--- src/rtl/stump_control_pkg.sv ---
// stump_control_pkg: shared state, opcode, condition and flag-index constants for the Stump sequencer.
package stump_control_pkg;
  localparam logic [1:0] S_FETCH = 2'b00;
  localparam logic [1:0] S_EXEC  = 2'b01;
  localparam logic [1:0] S_MEM   = 2'b10;
  localparam logic [2:0] OP_ADD  = 3'b000;
  localparam logic [2:0] OP_ADC  = 3'b001;
  localparam logic [2:0] OP_SUB  = 3'b010;
  localparam logic [2:0] OP_SBC  = 3'b011;
  localparam logic [2:0] OP_AND  = 3'b100;
  localparam logic [2:0] OP_OR   = 3'b101;
  localparam logic [2:0] OP_LDST = 3'b110;
  localparam logic [2:0] OP_BCC  = 3'b111;
  localparam logic [3:0] C_AL = 4'h0, C_NV = 4'h1, C_HI = 4'h2, C_LS = 4'h3;
  localparam logic [3:0] C_CC = 4'h4, C_CS = 4'h5, C_NE = 4'h6, C_EQ = 4'h7;
  localparam logic [3:0] C_VC = 4'h8, C_VS = 4'h9, C_PL = 4'hA, C_MI = 4'hB;
  localparam logic [3:0] C_GE = 4'hC, C_LT = 4'hD, C_GT = 4'hE, C_LE = 4'hF;
  localparam int F_N = 3;
  localparam int F_Z = 2;
  localparam int F_V = 1;
  localparam int F_C = 0;
endpackage

--- src/rtl/stump_control_if.sv ---
// stump_control_if: sequencer <-> datapath/memory signal bundle; the sequencer is the master.
interface stump_control_if;
  logic [15:0] ir;
  logic [3:0]  alu_flags;
  logic        mem_ready;
  logic [1:0]  state;
  logic        mem_req;
  logic        mem_wen;
  logic        ir_load;
  logic        pc_write;
  logic        reg_write;
  logic [2:0]  reg_dst;
  logic [2:0]  alu_func;
  logic        alu_c_in;
  logic        opb_imm;
  logic [1:0]  shift_op;
  logic [3:0]  cc_out;
  modport master (
    input  ir, alu_flags, mem_ready,
    output state, mem_req, mem_wen, ir_load, pc_write, reg_write, reg_dst,
           alu_func, alu_c_in, opb_imm, shift_op, cc_out
  );
  modport slave (
    output ir, alu_flags, mem_ready,
    input  state, mem_req, mem_wen, ir_load, pc_write, reg_write, reg_dst,
           alu_func, alu_c_in, opb_imm, shift_op, cc_out
  );
endinterface

--- src/rtl/stump_control_cond_eval.sv ---
// stump_cond_eval: branch condition evaluation; odd conditions are the complement of the even one below.
module stump_cond_eval
  import stump_control_pkg::*;
(
  input  logic [3:0] cond,
  input  logic [3:0] cc,
  output logic       taken
);
  logic n, z, v, c;
  logic [7:0] base;
  assign {n, z, v, c} = {cc[F_N], cc[F_Z], cc[F_V], cc[F_C]};
  assign base = {~z & (n == v), n == v, ~n, ~v, ~z, ~c, ~c & ~z, 1'b1};
  assign taken = base[cond[3:1]] ^ cond[0];
endmodule

--- src/rtl/stump_control.sv ---
// stump_control: FETCH/EXECUTE/MEMORY sequencer driving the Stump datapath, plus the NZVC register.
module stump_control
  import stump_control_pkg::*;
#(
  parameter logic [3:0] CC_RESET = 4'b0000
) (
  input logic           clk,
  input logic           rst,
  stump_control_if.master bus
);
  logic [1:0] state_q, state_d;
  logic [3:0] cc_q, cc_d;
  logic [2:0] op;
  logic       is_alu, taken;
  assign op = bus.ir[15:13];
  assign is_alu = ~(op[2] & op[1]);
  stump_cond_eval u_cond (.cond(bus.ir[11:8]), .cc(cc_q), .taken(taken));
  // Reset gates every enable combinationally so an access interrupted by rst commits nothing.
  always_comb begin
    state_d = S_FETCH;
    cc_d = cc_q;
    bus.mem_req = 1'b0;
    bus.mem_wen = 1'b0;
    bus.ir_load = 1'b0;
    bus.pc_write = 1'b0;
    bus.reg_write = 1'b0;
    bus.reg_dst = 3'b000;
    bus.alu_func = 3'b000;
    bus.alu_c_in = 1'b0;
    bus.opb_imm = 1'b0;
    bus.shift_op = 2'b00;
    if (!rst) begin
      case (state_q)
        S_FETCH: begin
          bus.mem_req = 1'b1;
          bus.ir_load = bus.mem_ready;
          bus.pc_write = bus.mem_ready;
          state_d = bus.mem_ready ? S_EXEC : S_FETCH;
        end
        S_EXEC: begin
          bus.reg_dst = bus.ir[10:8];
          bus.alu_func = is_alu ? op : 3'b000;
          bus.opb_imm = (op == OP_BCC) ? 1'b1 : bus.ir[12];
          bus.alu_c_in = is_alu & (op == OP_ADC || op == OP_SBC) & cc_q[F_C];
          bus.shift_op = (is_alu && !bus.ir[12]) ? bus.ir[1:0] : 2'b00;
          bus.reg_write = is_alu;
          bus.pc_write = (op == OP_BCC) & taken;
          cc_d = (is_alu && bus.ir[11]) ? bus.alu_flags : cc_q;
          state_d = (op == OP_LDST) ? S_MEM : S_FETCH;
        end
        S_MEM: begin
          bus.reg_dst = bus.ir[10:8];
          bus.mem_req = 1'b1;
          bus.mem_wen = ~bus.ir[11];
          bus.reg_write = bus.mem_ready & bus.ir[11];
          state_d = bus.mem_ready ? S_FETCH : S_MEM;
        end
        default: state_d = S_FETCH;
      endcase
    end
  end
  always_ff @(posedge clk) begin
    if (rst) begin
      state_q <= S_FETCH;
      cc_q <= CC_RESET;
    end else begin
      state_q <= state_d;
      cc_q <= cc_d;
    end
  end
  assign bus.state = state_q;
  assign bus.cc_out = cc_q;
endmodule

--- src/flat_wrapper.sv ---
// flat-port wrapper written by rule: the top's interface ports become plain ports
module stump_control_flat import stump_control_pkg::*;
#(
  parameter logic [3:0] CC_RESET = 4'b0000
)
  (clk, rst, bus_ir, bus_alu_flags, bus_mem_ready, bus_state, bus_mem_req, bus_mem_wen, bus_ir_load, bus_pc_write, bus_reg_write, bus_reg_dst, bus_alu_func, bus_alu_c_in, bus_opb_imm, bus_shift_op, bus_cc_out);
  stump_control_if bus_i ();
  input logic clk;
  input logic rst;
  input wire logic [$bits(bus_i.ir)-1:0] bus_ir;
  input wire logic [$bits(bus_i.alu_flags)-1:0] bus_alu_flags;
  input wire logic [$bits(bus_i.mem_ready)-1:0] bus_mem_ready;
  output wire logic [$bits(bus_i.state)-1:0] bus_state;
  output wire logic [$bits(bus_i.mem_req)-1:0] bus_mem_req;
  output wire logic [$bits(bus_i.mem_wen)-1:0] bus_mem_wen;
  output wire logic [$bits(bus_i.ir_load)-1:0] bus_ir_load;
  output wire logic [$bits(bus_i.pc_write)-1:0] bus_pc_write;
  output wire logic [$bits(bus_i.reg_write)-1:0] bus_reg_write;
  output wire logic [$bits(bus_i.reg_dst)-1:0] bus_reg_dst;
  output wire logic [$bits(bus_i.alu_func)-1:0] bus_alu_func;
  output wire logic [$bits(bus_i.alu_c_in)-1:0] bus_alu_c_in;
  output wire logic [$bits(bus_i.opb_imm)-1:0] bus_opb_imm;
  output wire logic [$bits(bus_i.shift_op)-1:0] bus_shift_op;
  output wire logic [$bits(bus_i.cc_out)-1:0] bus_cc_out;
  assign bus_i.ir = bus_ir;
  assign bus_i.alu_flags = bus_alu_flags;
  assign bus_i.mem_ready = bus_mem_ready;
  assign bus_state = bus_i.state;
  assign bus_mem_req = bus_i.mem_req;
  assign bus_mem_wen = bus_i.mem_wen;
  assign bus_ir_load = bus_i.ir_load;
  assign bus_pc_write = bus_i.pc_write;
  assign bus_reg_write = bus_i.reg_write;
  assign bus_reg_dst = bus_i.reg_dst;
  assign bus_alu_func = bus_i.alu_func;
  assign bus_alu_c_in = bus_i.alu_c_in;
  assign bus_opb_imm = bus_i.opb_imm;
  assign bus_shift_op = bus_i.shift_op;
  assign bus_cc_out = bus_i.cc_out;
  stump_control #(.CC_RESET(CC_RESET)) u_core (.clk(clk), .rst(rst), .bus(bus_i));
endmodule
--- config.mk ---
export PLATFORM = sky130hd
export DESIGN_NAME = stump_control_flat
export DESIGN_NICKNAME = d
export VERILOG_FILES = /design/src/rtl/stump_control_pkg.sv /design/src/rtl/stump_control_if.sv /design/src/rtl/stump_control_cond_eval.sv /design/src/rtl/stump_control.sv /design/src/flat_wrapper.sv
export SDC_FILE = /design/constraint.sdc
export NUM_CORES = 1
export LEC_CHECK = 0
export ABC_AREA = 1
export BUFFER_PORTS_ARGS = -buffer_cell sky130_fd_sc_hd__buf_2
export CAP_MARGIN = 0
export CORE_MARGIN = 3
export CORE_UTILIZATION = 39
export CTS_BUF_LIST = sky130_fd_sc_hd__clkbuf_2
export DETAILED_ROUTE_END_ITERATION = 8
export GPL_TIMING_DRIVEN = 0
export PLACE_DENSITY = 0.83
export SLEW_MARGIN = 10
export SYNTH_ARGS = -nofsm -noshare
export SYNTH_HDL_FRONTEND = slang
export SYNTH_SLANG_ARGS = --single-unit
--- constraint.sdc ---
create_clock -name clk -period 1.75 [get_ports clk]
set_input_delay 0.35 -clock clk [delete_from_list [all_inputs] [get_ports clk]]
set_output_delay 0.35 -clock clk [all_outputs]
set_load 0.005 [all_outputs]
==> flow_summary_export.csv <==
group,metric,value,unit
layout,final_core_utilization,67.3,%
yosys,synth_top_area_share,23.0,%
sta,hold-worst-slack,0.353,ns
layout,layout-drive-gt1-share,43.3,%
min_path,hold_path.class,"input port to register",
yosys,synth_edf_count,0,
yosys,synthDistinctLibCells,17,
yosys,syn_area,523,µm²
sta,minimum_clock_period_after_layout,1.74,ns
yosys,synth_ff_type,"sky130_fd_sc_hd__dfxtp_1",
sta,max-slew-margin-rel,87.4,%
sta,tightestPinTransition,0.188,ns
yosys,syn-instance-count,91,
sta,finalMaxSlewViolations,0,
yosys,synth_nets,118,
clock_network,numCtsBuffers,3,
yosys,synth_commonest_cells,"sky130_fd_sc_hd__nand2_1, sky130_fd_sc_hd__inv_1, sky130_fd_sc_hd__nor2_1",
sta,totalNegativeSetupSlack,0,ns
yosys,synth_area_per_cell,5.75,µm²
layout,antenna_cells_inserted,0,
layout,layout_area_overhead,52.6,%
floorplan,num_rows,12,
floorplan,fp.dieW,42.6,µm
global_routing,grt_max_degree,9,
critical_path,critPathMaxFanout,4,
critical_path,critical_path_class,"register to output port",
yosys,ys.warnings.count,0,
global_routing,number_of_global_route_vias_before_repair,633,
global_routing,globalRoute.totalOverflow,0,
clock_network,clock_latency,0.24,ns
yosys,yosysMostFrequentCell,"sky130_fd_sc_hd__nand2_1",
clock_network,clk_pin_slew,0.07,ns
placed_design,gpl.final_weighted_congestion,0.802,
power,finalPower,362,µW
floorplan,start_util,44.1,%
min_path,timing.hold.worst.start,"rst",
clock_network,clock-sinks,6,
sta,finalWorstSetupSlack,0.00822,ns
drt,post-route-drc-count,0,
placed_design,dpl.hpwl,1180,µm
floorplan,io_pins,44,
layout,num-nets-final,163,
sta,report.final.hold_viol_count,0,
status,status,"finished, final reports clean",
drt,drt_iter0_markers,11,
clock_network,cts_tree,"done",
clock_network,htree_levels,1,
placed_design,pre_cts_setup_slack,0.156,ns
global_routing,initial_antenna_violation_count,0,
drt,num_vias,715,
critical_path,worstSetupEndpointType,"output port",
drt,firstDrtPassIters,4,
clock_network,cts.path.max_buffers,2,
critical_path,critical_path.reg2reg.endpoint,"u_core.bus.cc_out[2]$_SDFFE_PP0P_",
critical_path,cp.required,1.40,ns
power,power.static_leakage,0.472,nW
yosys,postSynth.asyncResetShare,0,%
yosys,top_cells_by_area_synth,"sky130_fd_sc_hd__dfxtp_1, sky130_fd_sc_hd__nand2_1, sky130_fd_sc_hd__inv_1",
drt,remaining_antenna_violation_count_after_routing,0,
floorplan,chipHeight,42.6,µm
power,peakVddDrop,339,µV
min_path,min_delay_path_depth,2,
critical_path,cp_data_arrival_time,1.39,ns
sta,finalSetupViolations,0,
drt,final_routed_wirelength_across_all_metal_layers,1640,µm
drt,drt-wirelength-per-cell,11.1,µm
critical_path,rrSetupSlack,0.57,ns
yosys,part_of_the_yosys_area_used_for_sequential_elements,23.0,%
sta,finalCritPeriodShare,99.5,%
global_routing,wire_length_of_the_first_global_routing_pass,2480,µm
yosys,synth_largest_area_cell,"sky130_fd_sc_hd__dfxtp_1",
placed_design,port-buffer-count,37,
critical_path,rr_startpoint,"u_core.bus.state[1]$_SDFF_PP0_",
critical_path,rr_worst_depth,6,
floorplan,core_area,1190,µm²
yosys,synth-seq-cells,6,
flow_run,max_cap_viol_count,0,
sta,setup_repair_after_global_routing_missed_its_margin,"true",
drt,detail_route.vias_per_cell,4.83,
min_path,hold-path-endpoint,"u_core.bus.state[1]$_SDFF_PP0_",
critical_path,start_kind,"register",
sta,max_clock_freq,574,MHz
power,powerDensity,454,nW/µm²
clock_network,cts.root.buffer_cell,"sky130_fd_sc_hd__clkbuf_2",
floorplan,area_of_the_die,1820,µm²
global_routing,grtUsageTotal,17.6,%
sta,timing.clock.skew,0.0141,ns
==> cell families after synthesis <==
logic type / after synthesis / share of synthesized area (%)
buffers and inverters: 19 / 13.6
flip-flops: 6 / 23.0
adder cells (fa/ha/maj): 4 / 9.57
AND/OR/NAND/NOR: 50 / 42.1
AO/OA/AOI/OAI: 12 / 11.7
==> layer usage <==
metal / vias to the layer above / share of wire [%] / GRT usage, %
met5: - / 0 / 0
met4: 0 / 2.3 / 11.8
met3: 6 / 4.4 / 3.86
met2: 22 / 54 / 29.3
met1: 318 / 39 / 19.5
li1: 369 / - / -
==> critical path, stage by stage (launching register included) <==
cell and delay, ns:
sky130_fd_sc_hd__dfxtp_4 0.37, sky130_fd_sc_hd__inv_4 0.06, sky130_fd_sc_hd__ha_4 0.14, sky130_fd_sc_hd__inv_4 0.04, sky130_fd_sc_hd__nor2_4 0.13, sky130_fd_sc_hd__nand2_2 0.09, sky130_fd_sc_hd__nor2_1 0.08, sky130_fd_sc_hd__nand3_1 0.08
sky130_fd_sc_hd__nand2_1 0.05, sky130_fd_sc_hd__buf_2 0.11
==> timing repair <==
action,4_1_cts,5_1_grt
setup buffers,0,3
setup endpoints to repair,4,8
resized for setup,6,8
pin swaps,0,2
endpoints found under the hold margin,0,0
hold buffers,0,0
cloned,0,0
==> worst max path at each step <==
| stage | start | end | slack, ns | depth (start not counted) |
|---|---|---|---|---|
| after floorplan | u_core.bus.state[1]$_SDFF_PP0_ | bus_pc_write | 0.34 | 8 |
| after global placement | u_core.bus.state[1]$_SDFF_PP0_ | bus_pc_write | 0.17 | 9 |
| after detailed placement | u_core.bus.state[1]$_SDFF_PP0_ | bus_pc_write | 0.16 | 9 |
| after CTS | u_core.bus.state[1]$_SDFF_PP0_ | bus_pc_write | 0.02 | 9 |
| after global routing | u_core.bus.state[1]$_SDFF_PP0_ | bus_pc_write | -0.07 | 9 |
| final | u_core.bus.state[1]$_SDFF_PP0_ | bus_pc_write | 0.008 | 9 |
==> stage by stage <==
stage	cell area [µm²]	cells
finish	798	148
global route	798	148
CTS	758	145
detailed placement	726	142
global placement	726	142
floorplan	523	91
==> final cells by class <==
type | instances | area [µm²]
sequential | 6 | 130
multi-input combinational | 66 | 352
timing repair buffer | 40 | 208
inverter | 19 | 76.3
tap | 14 | 17.5
clock buffer | 3 | 15.0
fill | 103 | 388
==> cell usage in the layout, fill, tap and decap left out, types with 3 or more instances in the layout <==
master / instances
sky130_fd_sc_hd__nor3_1: 4
sky130_fd_sc_hd__nand3_1: 4
sky130_fd_sc_hd__a21oi_1: 6
sky130_fd_sc_hd__ha_1: 3
sky130_fd_sc_hd__buf_4: 3
sky130_fd_sc_hd__nor2_1: 10
sky130_fd_sc_hd__nand2_2: 3
sky130_fd_sc_hd__clkbuf_2: 3
sky130_fd_sc_hd__nand2_1: 24
sky130_fd_sc_hd__buf_2: 37
sky130_fd_sc_hd__inv_1: 16
sky130_fd_sc_hd__o21ai_0: 4
==> power by group <==
part	internal [mW]	switching, mW
sequential	0.141	0.00600
clock	0.0465	0.0569
combinational	0.0500	0.0619
total	0.238	0.125
==> sequential cells by signal (all words and copies together) (netlist names) <==
name               cells
u_core.bus.cc_out      4
u_core.bus.state       2
No activity file was read; power rests on OpenSTA's default activity.
